$ cat src/rtl/uart_cmd_pkg.sv
// Shared definitions for the UART command framer and its downstream decoder.
// Latency: n/a (types, constants and a helper only).
// Backpressure: n/a.
// Contents: parser state encoding, default start-of-frame byte, motion opcodes,
// and a helper telling which parser states are guarded by the inter-byte timer.
package uart_cmd_pkg;

  typedef enum logic [2:0] {
    ST_HUNT    = 3'd0,
    ST_OP      = 3'd1,
    ST_LEN     = 3'd2,
    ST_PAYLOAD = 3'd3,
    ST_CHK     = 3'd4,
    ST_HOLD    = 3'd5
  } state_e;

  localparam logic [7:0] SOF_BYTE_DEFAULT = 8'hA5;

  // Opcodes understood by the motion/extruder decoder.
  localparam logic [7:0] OP_HOME    = 8'h01;
  localparam logic [7:0] OP_MOVE    = 8'h10;
  localparam logic [7:0] OP_EXTRUDE = 8'h20;

  // States that sit inside a frame and therefore run the inter-byte timer.
  function automatic logic is_timed(input state_e s);
    return (s == ST_OP) || (s == ST_LEN) || (s == ST_PAYLOAD) || (s == ST_CHK);
  endfunction

endpackage

$ cat src/rtl/uart_cmd_framer_if.sv
// Byte-in / frame-out bundle between UART receiver, framer and command consumer.
// Latency: n/a (wiring only).
// Backpressure: cmd_valid/cmd_ready handshake; the byte side has none (strobe only).
// Ports: rx_valid/rx_byte (byte strobe in), cmd_valid/cmd_ready/cmd_op/cmd_len/
// cmd_payload (frame out), err_chk/err_len/err_timeout/err_overrun (error pulses).
interface uart_cmd_framer_if #(
  parameter int MAX_PAYLOAD = 8
);
  logic                     rx_valid;
  logic [7:0]               rx_byte;
  logic                     cmd_valid;
  logic                     cmd_ready;
  logic [7:0]               cmd_op;
  logic [3:0]               cmd_len;
  logic [8*MAX_PAYLOAD-1:0] cmd_payload;
  logic                     err_chk;
  logic                     err_len;
  logic                     err_timeout;
  logic                     err_overrun;

  // master: the framer itself.
  modport master (
    input  rx_valid, rx_byte, cmd_ready,
    output cmd_valid, cmd_op, cmd_len, cmd_payload,
    output err_chk, err_len, err_timeout, err_overrun
  );

  // slave: the receiver/consumer side that feeds bytes and takes frames.
  modport slave (
    output rx_valid, rx_byte, cmd_ready,
    input  cmd_valid, cmd_op, cmd_len, cmd_payload,
    input  err_chk, err_len, err_timeout, err_overrun
  );
endinterface

$ cat src/rtl/uart_cmd_timeout.sv
// Inter-byte gap timer: loadable down-counter, expires after TIMEOUT_CYCLES-1 idle steps.
// Latency: expire is combinational from the registered count.
// Backpressure: none.
// Ports: clk_50MHz, reset (sync, active-high), clr (force 0), load (reload full
// interval), en (count down / allow expiry), expire (interval used up this cycle).
module uart_cmd_timeout #(
  parameter int TIMEOUT_CYCLES = 500000
) (
  input  logic clk_50MHz,
  input  logic reset,
  input  logic clr,
  input  logic load,
  input  logic en,
  output logic expire
);

  localparam int W = $clog2(TIMEOUT_CYCLES);
  localparam logic [W-1:0] LOAD_VAL = W'(TIMEOUT_CYCLES - 1);

  logic [W-1:0] cnt_q, cnt_d;

  // Reaching zero while enabled means TIMEOUT_CYCLES-1 idle cycles have
  // elapsed since the last load and this is the final allowed cycle.
  assign expire = en && (cnt_q == '0);

  always_comb begin
    cnt_d = cnt_q;
    if (clr) begin
      cnt_d = '0;
    end else if (load) begin
      cnt_d = LOAD_VAL;
    end else if (en && (cnt_q != '0)) begin
      cnt_d = cnt_q - W'(1);
    end
  end

  always_ff @(posedge clk_50MHz) begin
    if (reset) begin
      cnt_q <= '0;
    end else begin
      cnt_q <= cnt_d;
    end
  end

endmodule

$ cat src/rtl/uart_cmd_framer.sv
// Command-frame parser: SOF, OP, LEN, payload, XOR checksum -> one held command.
// Latency: cmd_valid and error pulses appear one edge after the causing byte strobe.
// Backpressure: a good frame is held until cmd_ready; bytes arriving meanwhile are
// dropped with err_overrun, except on the handshake cycle where they are parsed.
// Ports: clk_50MHz, reset (sync, active-high), bus (uart_cmd_framer_if.master).
module uart_cmd_framer
  import uart_cmd_pkg::*;
#(
  parameter int         MAX_PAYLOAD    = 8,
  parameter int         TIMEOUT_CYCLES = 500000,
  parameter logic [7:0] SOF_BYTE       = SOF_BYTE_DEFAULT
) (
  input  logic              clk_50MHz,
  input  logic              reset,
  uart_cmd_framer_if.master bus
);

  localparam int PW = 8 * MAX_PAYLOAD;

  state_e          state_q, state_d;
  logic [7:0]      op_q, op_d;
  logic [7:0]      acc_q, acc_d;
  logic [3:0]      len_q, len_d;
  logic [3:0]      idx_q, idx_d;
  logic [PW-1:0]   payload_q, payload_d;
  logic            valid_q, valid_d;
  logic            err_chk_q, err_chk_d;
  logic            err_len_q, err_len_d;
  logic            err_timeout_q, err_timeout_d;
  logic            err_overrun_q, err_overrun_d;
  logic            tmo_clr, tmo_load, tmo_en, tmo_expire;
  logic            rx_valid;
  logic [7:0]      rx_byte;
  logic            is_sof;

  assign rx_valid = bus.rx_valid;
  assign rx_byte  = bus.rx_byte;
  assign is_sof   = rx_valid && (rx_byte == SOF_BYTE);

  always_comb begin
    state_d       = state_q;
    op_d          = op_q;
    acc_d         = acc_q;
    len_d         = len_q;
    idx_d         = idx_q;
    payload_d     = payload_q;
    err_chk_d     = 1'b0;
    err_len_d     = 1'b0;
    err_timeout_d = 1'b0;
    err_overrun_d = 1'b0;

    case (state_q)
      ST_HUNT: begin
        if (is_sof) begin
          state_d   = ST_OP;
          payload_d = '0;
          acc_d     = '0;
        end
      end
      ST_OP: begin
        if (rx_valid) begin
          op_d    = rx_byte;
          acc_d   = rx_byte;
          state_d = ST_LEN;
        end
      end
      ST_LEN: begin
        if (rx_valid) begin
          if (rx_byte > 8'(MAX_PAYLOAD)) begin
            err_len_d = 1'b1;
            state_d   = ST_HUNT;
          end else begin
            len_d   = rx_byte[3:0];
            acc_d   = acc_q ^ rx_byte;
            idx_d   = '0;
            state_d = (rx_byte != 8'd0) ? ST_PAYLOAD : ST_CHK;
          end
        end
      end
      ST_PAYLOAD: begin
        if (rx_valid) begin
          for (int i = 0; i < MAX_PAYLOAD; i++) begin
            if (idx_q == 4'(i)) begin
              payload_d[8*i +: 8] = rx_byte;
            end
          end
          acc_d = acc_q ^ rx_byte;
          idx_d = idx_q + 4'd1;
          if (idx_q == (len_q - 4'd1)) begin
            state_d = ST_CHK;
          end
        end
      end
      ST_CHK: begin
        if (rx_valid) begin
          if (rx_byte == acc_q) begin
            state_d = ST_HOLD;
          end else begin
            err_chk_d = 1'b1;
            state_d   = ST_HUNT;
          end
        end
      end
      ST_HOLD: begin
        // The handshake cycle behaves like HUNT so back-to-back frames are not lost.
        if (bus.cmd_ready) begin
          state_d = ST_HUNT;
          if (is_sof) begin
            state_d   = ST_OP;
            payload_d = '0;
            acc_d     = '0;
          end
        end else if (rx_valid) begin
          err_overrun_d = 1'b1;
        end
      end
      default: state_d = ST_HUNT;
    endcase

    // Expiry only fires inside a frame; a byte on the expiry cycle takes precedence.
    if (tmo_expire && !rx_valid) begin
      state_d       = ST_HUNT;
      err_timeout_d = 1'b1;
    end

    valid_d  = (state_d == ST_HOLD);
    tmo_en   = is_timed(state_q);
    tmo_load = rx_valid && is_timed(state_d);
    tmo_clr  = !is_timed(state_d);
  end

  always_ff @(posedge clk_50MHz) begin
    if (reset) begin
      state_q       <= ST_HUNT;
      op_q          <= '0;
      acc_q         <= '0;
      len_q         <= '0;
      idx_q         <= '0;
      payload_q     <= '0;
      valid_q       <= 1'b0;
      err_chk_q     <= 1'b0;
      err_len_q     <= 1'b0;
      err_timeout_q <= 1'b0;
      err_overrun_q <= 1'b0;
    end else begin
      state_q       <= state_d;
      op_q          <= op_d;
      acc_q         <= acc_d;
      len_q         <= len_d;
      idx_q         <= idx_d;
      payload_q     <= payload_d;
      valid_q       <= valid_d;
      err_chk_q     <= err_chk_d;
      err_len_q     <= err_len_d;
      err_timeout_q <= err_timeout_d;
      err_overrun_q <= err_overrun_d;
    end
  end

  uart_cmd_timeout #(
    .TIMEOUT_CYCLES(TIMEOUT_CYCLES)
  ) u_timeout (
    .clk_50MHz(clk_50MHz),
    .reset    (reset),
    .clr      (tmo_clr),
    .load     (tmo_load),
    .en       (tmo_en),
    .expire   (tmo_expire)
  );

  assign bus.cmd_valid   = valid_q;
  assign bus.cmd_op      = op_q;
  assign bus.cmd_len     = len_q;
  assign bus.cmd_payload = payload_q;
  assign bus.err_chk     = err_chk_q;
  assign bus.err_len     = err_len_q;
  assign bus.err_timeout = err_timeout_q;
  assign bus.err_overrun = err_overrun_q;

endmodule

$ cat src/flat_wrapper.sv
// flat-port wrapper written by rule: the top's interface ports become plain ports
module uart_cmd_framer_flat import uart_cmd_pkg::*;
#(
  parameter int         MAX_PAYLOAD    = 8,
  parameter int         TIMEOUT_CYCLES = 500000,
  parameter logic [7:0] SOF_BYTE       = SOF_BYTE_DEFAULT
)
  (clk_50MHz, reset, bus_rx_valid, bus_rx_byte, bus_cmd_ready, bus_cmd_valid, bus_cmd_op, bus_cmd_len, bus_cmd_payload, bus_err_chk, bus_err_len, bus_err_timeout, bus_err_overrun);
  uart_cmd_framer_if #(.MAX_PAYLOAD(MAX_PAYLOAD)) bus_i ();
  input  logic clk_50MHz;
  input  logic reset;
  input wire logic [$bits(bus_i.rx_valid)-1:0] bus_rx_valid;
  input wire logic [$bits(bus_i.rx_byte)-1:0] bus_rx_byte;
  input wire logic [$bits(bus_i.cmd_ready)-1:0] bus_cmd_ready;
  output wire logic [$bits(bus_i.cmd_valid)-1:0] bus_cmd_valid;
  output wire logic [$bits(bus_i.cmd_op)-1:0] bus_cmd_op;
  output wire logic [$bits(bus_i.cmd_len)-1:0] bus_cmd_len;
  output wire logic [$bits(bus_i.cmd_payload)-1:0] bus_cmd_payload;
  output wire logic [$bits(bus_i.err_chk)-1:0] bus_err_chk;
  output wire logic [$bits(bus_i.err_len)-1:0] bus_err_len;
  output wire logic [$bits(bus_i.err_timeout)-1:0] bus_err_timeout;
  output wire logic [$bits(bus_i.err_overrun)-1:0] bus_err_overrun;
  assign bus_i.rx_valid = bus_rx_valid;
  assign bus_i.rx_byte = bus_rx_byte;
  assign bus_i.cmd_ready = bus_cmd_ready;
  assign bus_cmd_valid = bus_i.cmd_valid;
  assign bus_cmd_op = bus_i.cmd_op;
  assign bus_cmd_len = bus_i.cmd_len;
  assign bus_cmd_payload = bus_i.cmd_payload;
  assign bus_err_chk = bus_i.err_chk;
  assign bus_err_len = bus_i.err_len;
  assign bus_err_timeout = bus_i.err_timeout;
  assign bus_err_overrun = bus_i.err_overrun;
  uart_cmd_framer #(.MAX_PAYLOAD(MAX_PAYLOAD), .TIMEOUT_CYCLES(TIMEOUT_CYCLES), .SOF_BYTE(SOF_BYTE)) u_core (.clk_50MHz(clk_50MHz), .reset(reset), .bus(bus_i));
endmodule
$ cat config.mk
export PLATFORM = sky130hd
export DESIGN_NAME = uart_cmd_framer_flat
export DESIGN_NICKNAME = d
export VERILOG_FILES = /design/src/rtl/uart_cmd_pkg.sv /design/src/rtl/uart_cmd_framer_if.sv /design/src/rtl/uart_cmd_timeout.sv /design/src/rtl/uart_cmd_framer.sv /design/src/flat_wrapper.sv
export SDC_FILE = /design/constraint.sdc
export NUM_CORES = 1
export LEC_CHECK = 0
export ABC_CLOCK_PERIOD_IN_PS = 4100
export BUFFER_PORTS_ARGS = -buffer_cell sky130_fd_sc_hd__buf_2
export CAP_MARGIN = 25
export CORE_MARGIN = 3
export CORE_UTILIZATION = 35
export CTS_CLUSTER_DIAMETER = 150
export CTS_CLUSTER_SIZE = 16
export DETAILED_ROUTE_END_ITERATION = 12
export SLEW_MARGIN = 5
export SYNTH_ARGS = -nofsm -noshare
export SYNTH_HDL_FRONTEND = slang
export SYNTH_SLANG_ARGS = --single-unit
$ cat constraint.sdc
create_clock -name clk_50MHz -period 4.1 [get_ports clk_50MHz]
set_input_delay 0 -clock clk_50MHz [delete_from_list [all_inputs] [get_ports clk_50MHz]]
set_output_delay 0 -clock clk_50MHz [all_outputs]
set_load 0.005 [all_outputs]
Yosys cells after proc, flatten, opt, wreduce, memory -nomap -nowiden
Index checks and enable logic that the tools add are counted.

Register bits: 115. Input port bits: 12. Output and inout bits: 81. Word-level logic and storage cells: 144.

Add/sub/neg operators: 3. $lt $le $gt $ge: 1. Eq/ne operators: 33. Muxes and demuxes: 42. Bitwise logic cells: 7. Reductions and logical operators: 38.

Operators by type and width (count): two-way mux 64 bit (3); one-hot mux 64 bit (3 select lines) (1); two-way mux 8 bit (14); one-hot mux 8 bit (5 select lines) (1); two-way mux 19 bit (2); AND reduction 4 bit (9); two-way mux 3 bit (11); zero test 19 bit (1); nonzero test 19 bit (1); subtractor 19 x 1 -> 19 bit (second input constant) (1); one-hot mux 3 bit (6 select lines) (1); == test 4 x 3 -> 1 bit (second input constant) (4); inequality test 2 x 1 -> 1 bit (second input constant) (8); == test 3 x 2 -> 1 bit (second input constant) (4); == test 3 bit (second input constant) (4); two-way mux 4 bit (3); OR reduction 3 bit (4); inequality test 2 bit (second input constant) (5); == test 4 x 2 -> 1 bit (second input constant) (2); == test 8 bit (1); == test 8 bit (second input constant) (1); > comparator 8 x 4 -> 1 bit (second input constant) (1); one-hot mux 4 bit (2 select lines) (1); nonzero test 8 bit (1); 20 further kinds (40).

Logic depth before layout (Yosys ltp)
Depth after elaboration: 13. Gate-level depth with buffers: 10. Gate-level depth less buffers: 9.

Hierarchy
From an unflattened synthesis, not the netlist that was laid out.

Cells, all modules: 640. Area, all modules: 5417.7 µm².

By module, submodules not included: uart_cmd_framer (times used 1, cells an instance 496, area an instance 4245.3 µm², seq. area each 1921.8 µm²); uart_cmd_timeout (times used 1, cells an instance 144, area an instance 1172.4 µm², seq. area each 380.4 µm²).

Least setup slack after synthesis
No wires, ideal clock.

Kind: register -> register. From: reg u_core.u_timeout.cnt_q[3]. To: reg u_core.u_timeout.cnt_q[17]. Library setup time: 138 ps. Arrival: 2406 ps. Required time: 3962 ps. Setup slack: 1556 ps. Cell stages (with the launch flop): 8. Buffers on the path: 1. Period minus slack after synthesis: 2544 ps. Cell sequence: dfxtp_1 > or4_4 > or3_4 > or4_4 > o31ai_4 > o21bai_4 > buf_6 > a31oi_1.

Word-level cells in the longest chain between the ends: 10. Elaborated cells on any way between the ends: 20. Classes of those cells: add/sub: 1; eq/ne: 4; mux: 3; bitwise: 1; reduce/logical: 11.

Ends and longest elaborated chain: start, declared (RTL line uart_cmd_timeout.sv:20) `logic [W-1:0] cnt_q, cnt_d;`; start signal, assigned (RTL line uart_cmd_timeout.sv:41) `cnt_q <= cnt_d;`; zero test 19 bit (RTL line uart_cmd_timeout.sv:24) `assign expire = en && (cnt_q == '0);`; logical AND 1 bit (RTL line uart_cmd_timeout.sv:24); logical AND 1 bit (RTL line uart_cmd_framer.sv:121) `if (tmo_expire && !rx_valid) begin`; two-way mux 3 bit (RTL line uart_cmd_framer.sv:121); == test 3 x 1 -> 1 bit or == test 3 x 2 -> 1 bit (tied branches) (RTL line uart_cmd_pkg.sv:26) `return (s == ST_OP) || (s == ST_LEN) || (s == ST_PAYLOAD) || (s == ST_CHK);`; logical OR 1 bit (3 in a row) (RTL line uart_cmd_pkg.sv:26); logical AND 1 bit or NOT 1 bit (tied branches); two-way mux 19 bit, or another cell as far along (RTL line uart_cmd_timeout.sv:30) `end else if (load) begin`.

Parallel ways exist; a longest one is shown, timed or not. The select of a mux whose other input is x is not followed. A chain may end at the register's enable or synchronous reset.

Worst setup path after layout
From: reg u_core.state_q[2]. To: reg u_core.u_timeout.cnt_q[1].

Word-level cells in the longest chain between the ends: 13. Elaborated cells on any way between the ends: 33. Classes of those cells: eq/ne: 9; mux: 10; bitwise: 1; reduce/logical: 13.

Ends and longest elaborated chain: start, declared (RTL line uart_cmd_framer.sv:20) `state_e state_q, state_d;`; start signal, assigned (RTL line uart_cmd_framer.sv:146) `state_q <= state_d;`; == test 3 x 1 -> 1 bit or == test 3 x 2 -> 1 bit (tied branches) (RTL line uart_cmd_pkg.sv:26, uart_cmd_framer.sv:52); logical OR 1 bit (3 in a row) (RTL line uart_cmd_pkg.sv:26); logical AND 1 bit (RTL line uart_cmd_timeout.sv:24); logical AND 1 bit (RTL line uart_cmd_framer.sv:121); two-way mux 3 bit (RTL line uart_cmd_framer.sv:121); == test 3 x 1 -> 1 bit or == test 3 x 2 -> 1 bit (tied branches) (RTL line uart_cmd_pkg.sv:26); logical OR 1 bit (3 in a row) (RTL line uart_cmd_pkg.sv:26); logical AND 1 bit or NOT 1 bit (tied branches); two-way mux 19 bit, or another cell as far along (RTL line uart_cmd_timeout.sv:30).

Parallel ways exist; a longest one is shown, timed or not.

==> metrics <==
DRC viols=0; clk_skew=0.0111 ns; crit start category=flop; post_cts resized=0; hpwl dp=9320 um; IO Count=93; CTS tree=done; Initial Util=36.6%; fin. max-slew vios=0; Avg Cell Area, Syn=9.06 um^2; Die Width=128 um; overflow left after global routing=0; initial DRC count=421; Max Cap Viol=0; VDD IR max=0.000279 V; top post-synthesis cells by count=dfxtp_1, nor2_1, mux2i_1, nand2_1, clkbuf_1; layout cells sized above 1=21.1%; Bufs and invs on worst path=0; CP max FO=21; clock sinks=115; Area contributors post-synth=dfxtp_1, mux2i_1, nor2_1, xnor2_1, nand2_1; cells along the critical path=nor4bb_1 > and2_1 > a211o_1 > a311oi_1 > a21boi_2 > o21bai_4 > nor2_1; RSZ-0062 raised after global routing=false; period utilization=76.1%; GPL Wtd Cong=0.823; Vias/cell=5.22; ANT nets after route=0; Hold Path Class=primary input to flop; critical path data required time=4.38 ns; CP arrival=3.40 ns; count leader, synth=dfxtp_1; Post-synth EDFFs=0; Mapped Cells=571; Seq. cell area=2300 um^2; H-tree Lvls=4; core area=14100 um^2; asr flop ratio synth=0%; die area=16300 um^2; Cell variety after synth=58; Filler cells=1378; crit path time final=3.12 ns; Num CTS Buffers=17; Setup Viol. Count Final=0; Main synth FF type=dfxtp_1; Met3 Wirelength=870 um; row cnt=43; met2 routed WL=6420 um; Seq cells post-synth=115; # Post-CTS Setup Buffers=0; Antenna diodes=0; flop2flop setup slack=0.98 ns; CTS root buf=clkbuf_16; vias in the first global route=4317; first-pass GRT wire length=22000 um; global-route usage over all layers=17.1%; max_slew headroom=38.3%; max frequency=0.321 GHz; Worst-path clk slew=0.05 ns; power per standard cell area=422 nW/um^2; Syn Std Cell Area=5170 um^2; leakage=2.77 nW; Max Used Layer=met4; critical path class=flop to flop; Seq/Total Area, Yosys=44.5%; die height=128 um; total power=2.71 mW; Vias=4432; drt first pass iters=5; Fin Hold WS=0.164 ns; Yosys top cell by area=dfxtp_1; post-route setup TNS=0 ns; initial antenna violation count=0; Warnings, synthesis=0; Met1 Wirelength=6090 um; Slew @ Worst Pin=0.926 ns; Worst setup EP type=flop; DR WL/cell=16.1 um; clk buf depth=2; Hold-fix buffers, CTS=10; Placed Instances=808; Layout area overhead=24.3%; CP peak stage delay=0.76 ns; Top delay family on crit path=compound AO/OA/AOI/OAI gates; largest net degree at the start of global routing=90; IO Port Bufs=92; Crit-path slowest cell=dfxtp_1; layout net count=675; Multi-input gate area=2680 um^2; fin cells=849; WL final=13700 um; share of the synthesized area in the top cell type=44.5%; final hold violation count=0; Synth Net Count=589; status=finished, final reports clean; Worst-Skew Late Latency=0.41 ns
metal layers:
layer	up-vias	global-route usage (%)
met5	-	0
met4	0	7.51
met3	29	5.23
met2	142	26.9
met1	2105	21.8
li1	2156	-
cells in the final DEF (no fill, tap or decap), types with 2 or more instances in the layout:
cell	netlist	layout
a211oi_1	3	3
a211oi_2	2	2
a21o_1	5	5
a21oi_1	24	24
a21oi_2	5	5
a22oi_1	3	3
a31oi_1	3	3
a32o_1	7	7
and2_1	8	8
buf_2	3	92
bufinv_16	0	4
clkbuf_1	26	3
clkbuf_16	0	17
clkinv_2	0	3
clkinvlp_4	0	3
dfxtp_1	115	115
dlygate4sd3_1	0	10
ha_1	6	6
inv_1	12	12
mux2i_1	65	65
nand2_1	39	39
nand2b_1	6	6
nand3_1	9	9
nand4_1	2	2
nor2_1	92	92
nor2b_1	16	16
nor3_1	17	17
nor3_2	2	2
nor3b_1	3	3
nor4_1	8	8
o21ai_0	16	16
o221ai_1	6	6
o31ai_1	3	3
or2_2	2	2
or4_4	2	2
xnor2_1	21	21
xor2_1	9	9
cell families (layout without fill, tap and decap cells):
| kind of cell | count (synthesis) | in the layout | share of synthesized area [%] |
|---|---|---|---|
| and+or+nand+nor | 218 | 218 | 20.3 |
| DFF | 115 | 115 | 44.5 |
| AOI/OAI and AO/OA | 89 | 89 | 12.4 |
| muxes | 65 | 65 | 12.6 |
| buffers and inverters | 48 | 146 | 3.70 |
| xor gates and xnor gates | 30 | 30 | 5.08 |
| adders and majority gates | 6 | 6 | 1.45 |
path summary, 6_finish.rpt:
check / from / end / cells after the start
worst max register to register: u_core.state_q[2] / u_core.u_timeout.cnt_q[1] / 7
worst min-delay path: bus_rx_valid / u_core.u_timeout.cnt_q[7] / 2
worst max-delay path: u_core.state_q[2] / u_core.u_timeout.cnt_q[1] / 7
worst min register to register: u_core.bus.cmd_op[0] / u_core.bus.cmd_op[0] / 2
metrics by stage:
step,worst slack [ns],utilization (%),instance area [um^2]
2_1_floorplan,1.56,-,5170
3_3_place_gp,1.20,40.4,5720
3_5_place_dp,1.08,40.4,5720
4_1_cts,1.07,45.4,6430
5_1_grt,0.774,45.4,6430
6_report,0.981,45.4,6430
registers in the layout, summed over array words and instances (netlist names), 3 cells and up:
| signal | cells |
|---|---|
| u_core.acc_q | 8 |
| u_core.bus.cmd_op | 8 |
| u_core.bus.cmd_len | 4 |
| u_core.u_timeout.cnt_q | 19 |
| u_core.bus.cmd_payload | 64 |
| u_core.state_q | 3 |
| u_core.idx_q | 4 |
layout make-up:
type                       count  area share [%]
tap                          180            3.50
timing repair buffer         103            8.84
inverter                      12           0.701
multi-input combinational    408            41.7
clock buffer                  21            7.01
clock inverter                10            2.45
sequential                   115            35.8
report_power, final:
part | total [mW] | switching [mW] | internal, mW
logic | 0.0664 | 0.0447 | 0.0217
registers | 1.12 | 0.000220 | 1.12
clock network | 1.53 | 0.502 | 1.02
total | 2.71 | 0.547 | 2.16
No activity file was read; power rests on OpenSTA's default activity.
